<file path="src/rtl/periph_bus_initiator.sv">
// Pipelined XBAR_PERIPH_BUS initiator: command register, outstanding counter and in-order response FIFO.
// Define PERIPH_INIT_TIMEOUT_EN to build the response timeout, FLUSH/ERR recovery, err_o and clr_err_i.
module periph_bus_initiator #(
    parameter int ID_WIDTH  = 5,
    parameter int MASTER_ID = 1,
    parameter int MAX_OUTST = 4,
    parameter int TIMEOUT   = 255
) (
    input  logic                clk_i,
    input  logic                rst_ni,
    input  logic                cmd_valid_i,
    output logic                cmd_ready_o,
    input  logic                cmd_wen_i,
    input  logic [31:0]         cmd_add_i,
    input  logic [31:0]         cmd_wdata_i,
    input  logic [3:0]          cmd_be_i,
    output logic                rsp_valid_o,
    input  logic                rsp_ready_i,
    output logic [31:0]         rsp_rdata_o,
    output logic                rsp_opc_o,
    output logic                per_req_o,
    input  logic                per_gnt_i,
    output logic [31:0]         per_add_o,
    output logic                per_wen_o,
    output logic [31:0]         per_wdata_o,
    output logic [3:0]          per_be_o,
    output logic [ID_WIDTH-1:0] per_id_o,
    input  logic                per_r_valid_i,
    input  logic                per_r_opc_i,
    input  logic [31:0]         per_r_rdata_i,
    input  logic [ID_WIDTH-1:0] per_r_id_i,
    output logic                busy_o,
    output logic                err_o,
    input  logic                clr_err_i,
    output logic [1:0]          dbg_state_o
);
    localparam int CW = $clog2(MAX_OUTST) + 1;
    localparam int AW = $clog2(MAX_OUTST);
    localparam logic [1:0] ST_RUN   = 2'd0;
    localparam logic [1:0] ST_FLUSH = 2'd1;
    localparam logic [1:0] ST_ERR   = 2'd2;
    localparam logic [31:0] FLUSH_DATA = 32'hDEAD_BEEF;

    logic [1:0]    state;
    logic          rdy_en;
    logic          req_q;
    logic [31:0]   add_q;
    logic [31:0]   wdata_q;
    logic          wen_q;
    logic [3:0]    be_q;
    logic [CW-1:0] outst;
    logic [CW-1:0] fifo_cnt;
    logic [AW-1:0] wr_ptr;
    logic [AW-1:0] rd_ptr;
    logic [32:0]   fifo_mem [MAX_OUTST];
    logic          grant;
    logic          accept;
    logic          rsp_match;
    logic          flush_push;
    logic          push;
    logic          pop;
    logic [32:0]   push_data;
    logic [CW:0]   pending;

    // Handshakes: a transfer happens on an edge where valid && ready; payload holds while valid && !ready.
    // A granted request still counts against credit (it moves into outst), so every
    // request that can reach the bus already owns a FIFO slot for its response.
    assign grant      = req_q && per_gnt_i;
    assign rsp_match  = per_r_valid_i && (per_r_id_i == ID_WIDTH'(MASTER_ID)) &&
                        (outst != '0) && (state != ST_ERR);
    assign flush_push = (state == ST_FLUSH) && (outst != '0) && !rsp_match;
    assign push       = rsp_match || flush_push;
    assign push_data  = rsp_match ? {per_r_opc_i, per_r_rdata_i} : {1'b1, FLUSH_DATA};
    assign pop        = (fifo_cnt != '0) && rsp_ready_i;
    assign pending    = (CW+1)'(outst) + (CW+1)'(fifo_cnt) + (CW+1)'(req_q);
    assign cmd_ready_o = rdy_en && (state == ST_RUN) && (!req_q || per_gnt_i) &&
                         (pending < (CW+1)'(MAX_OUTST));
    assign accept     = cmd_valid_i && cmd_ready_o;

    always_ff @(posedge clk_i or negedge rst_ni) begin
        if (!rst_ni) rdy_en <= 1'b0;
        else         rdy_en <= 1'b1;
    end

    always_ff @(posedge clk_i or negedge rst_ni) begin
        if (!rst_ni) begin
            req_q   <= 1'b0;
            add_q   <= '0;
            wen_q   <= 1'b1;
            wdata_q <= '0;
            be_q    <= '0;
        end else if (accept) begin
            req_q   <= 1'b1;
            add_q   <= cmd_add_i;
            wen_q   <= cmd_wen_i;
            wdata_q <= cmd_wdata_i;
            be_q    <= cmd_be_i;
        end else if (grant) begin
            req_q   <= 1'b0;
        end
    end

    always_ff @(posedge clk_i or negedge rst_ni) begin
        if (!rst_ni) begin
            outst    <= '0;
            fifo_cnt <= '0;
            wr_ptr   <= '0;
            rd_ptr   <= '0;
        end else begin
            outst    <= outst + CW'(grant) - CW'(push);
            fifo_cnt <= fifo_cnt + CW'(push) - CW'(pop);
            if (push) wr_ptr <= wr_ptr + AW'(1);
            if (pop)  rd_ptr <= rd_ptr + AW'(1);
        end
    end

    always_ff @(posedge clk_i) begin
        if (push) fifo_mem[wr_ptr] <= push_data;
    end

`ifdef PERIPH_INIT_TIMEOUT_EN
    logic [15:0] tmo_cnt;

    always_ff @(posedge clk_i or negedge rst_ni) begin
        if (!rst_ni) begin
            state   <= ST_RUN;
            tmo_cnt <= '0;
        end else begin
            if ((outst == '0) || rsp_match) tmo_cnt <= '0;
            else if (state == ST_RUN)       tmo_cnt <= tmo_cnt + 16'd1;
            case (state)
                ST_RUN:   if ((outst != '0) && (tmo_cnt == 16'(TIMEOUT))) state <= ST_FLUSH;
                // wait for a stalled request to be granted so it is flushed too
                ST_FLUSH: if ((outst == '0) && !req_q) state <= ST_ERR;
                ST_ERR:   if (clr_err_i) state <= ST_RUN;
                default:  state <= ST_RUN;
            endcase
        end
    end

    assign err_o = (state == ST_ERR);
`else
    logic unused_clr;
    assign unused_clr = clr_err_i;
    assign state      = ST_RUN;
    assign err_o      = 1'b0;
`endif

    assign per_req_o   = req_q;
    assign per_add_o   = add_q;
    assign per_wen_o   = wen_q;
    assign per_wdata_o = wdata_q;
    assign per_be_o    = be_q;
    assign per_id_o    = ID_WIDTH'(MASTER_ID);
    assign rsp_valid_o = (fifo_cnt != '0);
    assign {rsp_opc_o, rsp_rdata_o} = fifo_mem[rd_ptr];
    assign busy_o      = req_q || (outst != '0) || (fifo_cnt != '0);
    assign dbg_state_o = state;
endmodule
</file>
<file path="config.mk">
export PLATFORM = sky130hd
export DESIGN_NAME = periph_bus_initiator
export DESIGN_NICKNAME = d
export VERILOG_FILES = /design/src/rtl/periph_bus_initiator.sv
export SDC_FILE = /design/constraint.sdc
export NUM_CORES = 1
export LEC_CHECK = 0
export CORE_ASPECT_RATIO = 0.7
export CORE_UTILIZATION = 30
export CTS_CLUSTER_DIAMETER = 30
export DETAILED_ROUTE_END_ITERATION = 7
export PLACE_DENSITY = 0.61
export SETUP_SLACK_MARGIN = 0.5
export SLEW_MARGIN = 20
export SYNTH_ARGS = -nofsm -noshare
export SYNTH_HDL_FRONTEND = slang
export SYNTH_SLANG_ARGS = --single-unit
</file>
<file path="constraint.sdc">
create_clock -name clk_i -period 2.5 [get_ports clk_i]
set_clock_uncertainty 0.2 [all_clocks]
set_input_delay 0.625 -clock clk_i [delete_from_list [all_inputs] [get_ports clk_i]]
set_output_delay 0.625 -clock clk_i [all_outputs]
set_load 0.01 [all_outputs]
</file>
Word-level counts from Yosys, hierarchy flattened
Memory sizes are Yosys's and may differ from the RTL's.
Index checks and enable logic that the tools add are counted.

cells by class
  add/subtract/negate cells = 8
  $lt $le $gt $ge = 1
  equal/unequal tests = 1
  multiplexer cells = 5
  reductions and logical operators = 14

operators by type and width
  kind                                                                           number
  33-bit 2-to-1 mux                                                              1
  1-bit logical AND                                                              7
  3-bit by 1-bit adder with 3-bit output                                         2
  3-bit nonzero test                                                             2
  3-bit by 1-bit subtractor with 3-bit output                                    2
  5-bit by 1-bit == test with 1-bit output (second input constant)               1
  2-bit by 1-bit adder with 2-bit output (second input constant)                 2
  3-bit by 3-bit adder with 4-bit output                                         1
  4-bit by 1-bit adder with 4-bit output                                         1
  4-bit by 3-bit less-than comparator with 1-bit output (second input constant)  1
  1-bit 2-to-1 mux                                                               4
  1-bit logical OR                                                               3
  2-bit nonzero test                                                             1
  1-bit logical NOT                                                              1

storage, ports and cells
  register bits after elaboration = 81
  RAM bits = 132
  input port bits = 114
  output and inout port bits = 114
  word-level logic and storage cells = 40
  memories = 1

memory list
  name      words  width  read ports  clocked after Yosys merged registers in  write ports  RTL line  text
  fifo_mem  4      33     1           0                                        1            55        logic [32:0] fifo_mem [MAX_OUTST];

Logic depth before layout (Yosys ltp)
  depth in word-level cells = 6
  depth in mapped cells = 9
  gate-level depth less buffers = 7

Worst setup path before layout
OpenSTA, ideal clock, no wires.

  kind = input -> register
  start = input per_r_id_i[1]
  end = memory fifo_mem[0][0], enable pin
  setup time = 393 ps
  data arrival time = 2,222 ps
  data required time = 1,907 ps
  slack = -315 ps
  cell stages on the path = 5
  buffers on the path = 2
  cell sequence = nor4b_1 -> and4b_1 -> buf_2 -> buf_2 -> and2_1

between the ends
  cells in the longest elaborated chain, start to end = 5

RTL lines
  element                                   RTL line  text
  from (decl)                               31        input logic [ID_WIDTH-1:0] per_r_id_i,
  5-bit by 1-bit == test with 1-bit output  69        assign rsp_match = per_r_valid_i && (per_r_id_i == ID_WIDTH'(MASTER_ID)) &&
  1-bit logical AND (2 in a row)            69
  1-bit 2-to-1 mux                          118       if (push) fifo_mem[wr_ptr] <= push_data;
  1-bit 2-to-1 mux (implied by the code)    118
  to (decl)                                 55

Every way passes these cells.

Final worst setup path
  start = register rd_ptr[0]
  end = output rsp_opc_o

between the ends
  cells in the longest elaborated chain, start to end = 1

RTL lines
  element                 RTL line  text
  from (decl)             54        logic [AW-1:0] rd_ptr;
  from (signal assigned)  113       if (pop) rd_ptr <= rd_ptr + AW'(1);
  memory read 4 x 33 bit  --
  to (decl)               20        output logic rsp_opc_o,

Every way passes these cells.

==> metrics.txt <==
post-layout instance area 14400 µm²; clock-pin transition on the worst setup and hold timing paths 0.05 ns; CTS buffer count 39; first-pass GRT wire length 33600 µm; Peak VDD IR 0.590 mV; kind of critical path reg2out; Detail Route Antenna Nets 0; Synth Instances 424; num rows 51; total gr overflow 0; CTS Root Cell clkbuf_16; Min-Delay Path Class reg2reg; via count 5121; crit path to rsp_opc_o; CTS sink count 213; CP max stage cell mux4_2; routed length per instance 20.0 µm; Crit path arrival time 1.90 ns; Final Non-Filler Cells 1164; Most common cell on crit path buf_12; minimum clock period after layout 2.72 ns; number of synthesis warnings 0; GPL Wtd Cong 0.728; Total Routing Usage GR 15.5%; CTS max path bufs 3; largest net degree at the start of global routing 59; Crit. End Element output pin; dpl cells 1026; CP Buf/Inv Count 4; pwr/cell area 1120 nW/µm²; n_diodes 0; Final Util 51.4%; average via count per standard cell 4.40; critical path's top delay family buffers and inverters; Pleak 6.05 nW; Critical R2R Launch outst[0]; Post-synth top cells edfxtp_1 (132), dfrtp_1 (80), mux2_4 (69); cell with the most instances after synthesis edfxtp_1; Cell variety after synth 29; number of global-route vias before repair 5751; Ports 228; htree depth 2; WP depth 5; reg-to-reg endpoint outst[2]; PortBufs 218; post-placement cell area 11600 µm²; 1st-iter DRT viols 205; Skew-Pair Late Insertion Delay 0.50 ns; register area share after synthesis 69.6%; Mapped Area 8600 µm²; share of layout cells above drive strength 1 48.8%; Startpoint Class register; Setup Viol. Count Final 42; CP required 1.67 ns; Max Cap Viol 0; Chip Height 144 µm; Core Area 28000 µm²; Post-synth EDFFs 132; status finished with violations; CP max FO 8; Synth-to-Final Area Change 67.5%; unrepaired setup endpoints after global routing yes; final setup TNS -6.21 ns; WL final 23200 µm; final worst slack -0.221 ns; max-slew violations 0; CP startpoint rd_ptr[0]; asr flop ratio synth 38.0%; total power 0.0161 W; Hold Fails Final Rpt 0; drt drc 0; antenna violations before repair 0; die area 29400 µm²; worst reg-to-reg path cell count 10; crit share post-route 109%; CTS tree yes; cell type with the largest total area after synthesis edfxtp_1; final-stage net count 890; failing checks negative setup slack; Die X 204 µm; Area contributors post-synth edfxtp_1 (46%), dfrtp_1 (23%), mux2_4 (12%), mux4_2 (8.6%), nand2b_1 (1.9%); dominant synthesized flop cell edfxtp_1; Starting Density 30.7%; mean area per synthesized cell 20.3 µm²; Fmax achieved 0.368 GHz; Seq cells post-synth 213; hpwl dp 14100 µm; Critical Path Max Stage Delay 0.51 ns; top cell type's share of synthesized area 46.1%; FILL cells 2218; drt pass-1 iters 4; FF-to-FF setup slack -0.10 ns; CP cell instances buf_12 -> buf_12 -> buf_16 -> mux4_2 -> buf_6
power breakdown:
part	internal, W	switching [W]	total, W
clock network	0.00364	0.00174	0.00537
logic	0.00367	0.00217	0.00584
registers	0.00442	0.000488	0.00491
total	0.0117	0.00440	0.0161
per-layer routing:
| metal | vias to the layer above | track usage [%] | share of wire [%] |
|---|---|---|---|
| met2 | 208 | 25.9 | 49 |
| met3 | 31 | 5.58 | 8.3 |
| met1 | 2594 | 18.8 | 41 |
| met4 | 0 | 4.44 | 1.5 |
| met5 | - | 0 | 0 |
| li1 | 2288 | - | - |
area by class of cell:
type	instances	area (µm²)	area share (%)
flip-flops and latches	213	6000	41.6
repair buffers	321	3820	26.5
multi-input cells	185	2750	19.1
clock buffers	50	1100	7.64
well taps	371	464	3.22
clock inverters	19	254	1.76
inverters	5	18.8	0.130
placed cells by master (no fill, tap or decap), types with 10 or more instances in the layout:
cell type | netlist | routed
buf_6 | 7 | 64
clkdlybuf4s50_1 | 0 | 107
buf_12 | 0 | 26
mux4_2 | 33 | 33
buf_2 | 7 | 10
and2_4 | 0 | 12
buf_4 | 8 | 14
buf_16 | 0 | 19
clkbuf_16 | 0 | 46
mux2_4 | 69 | 70
dfrtp_1 | 80 | 76
clkbuf_2 | 0 | 14
nand2b_4 | 0 | 25
clkdlybuf4s15_1 | 0 | 48
edfxtp_1 | 132 | 132
kinds of logic after synthesis:
logic type                 share of synthesized area (%)
xor gates and xnor gates                           0.916
DFF                                                 69.6
AOI/OAI and AO/OA                                  0.480
adders and majority gates                           1.77
and+or+nand+nor                                     3.78
other                                             0.0873
buffers and inverters                               2.50
muxes                                               20.8
through the flow:
step                      setup WS (ns)  hold WS, ns
after floorplan                  0.0520        0.129
final                            -0.221        0.305
after global placement           -0.378        0.296
after detailed placement         -0.391        0.295
after global routing             -0.276        0.322
after CTS                        -0.251        0.308
flip-flops by register name, indices dropped and copies added (netlist names):
signal       flops
per_req_o        1
per_wdata_o     32
per_be_o         4
per_wen_o        1
fifo_cnt         3
rd_ptr           2
per_add_o       32
rdy_en           1
outst            3
fifo_mem       132
wr_ptr           2
worst min-delay path by stage:
stage / endpoint / from / slack, ns / cells after the start
floorplan: fifo_cnt[0] / rst_ni / 0.13 / 0
global placement: per_add_o[26] / per_add_o[26] / 0.30 / 1
detailed placement: per_wdata_o[19] / per_wdata_o[19] / 0.30 / 1
CTS: per_add_o[7] / per_add_o[7] / 0.31 / 1
global route: per_add_o[3] / per_add_o[3] / 0.32 / 1
finish: per_add_o[3] / per_add_o[3] / 0.31 / 1
repair_timing:
| action | in CTS | in global routing |
|---|---|---|
| cloned | 19 | 4 |
| endpoints found under the setup margin | 444 | 398 |
| buffers inserted | 25 | 20 |
| pin swaps | 10 | 9 |
| gates resized for setup | 394 | 81 |
| endpoints found under the hold margin | 23 | 0 |
| hold buffers | 1 | 0 |
worst reg2reg max path: stages (launching register included):
cell,delay (ns)
dfrtp_1,0.41
or3_4,0.41
buf_6,0.12
buf_6,0.10
buf_6,0.10
and4b_4,0.22
xnor2_4,0.15
ha_4,0.16
fa_2,0.35
xnor2_2,0.15
xnor2_1,0.12
Note: power is estimated with default switching activity, not from simulation.
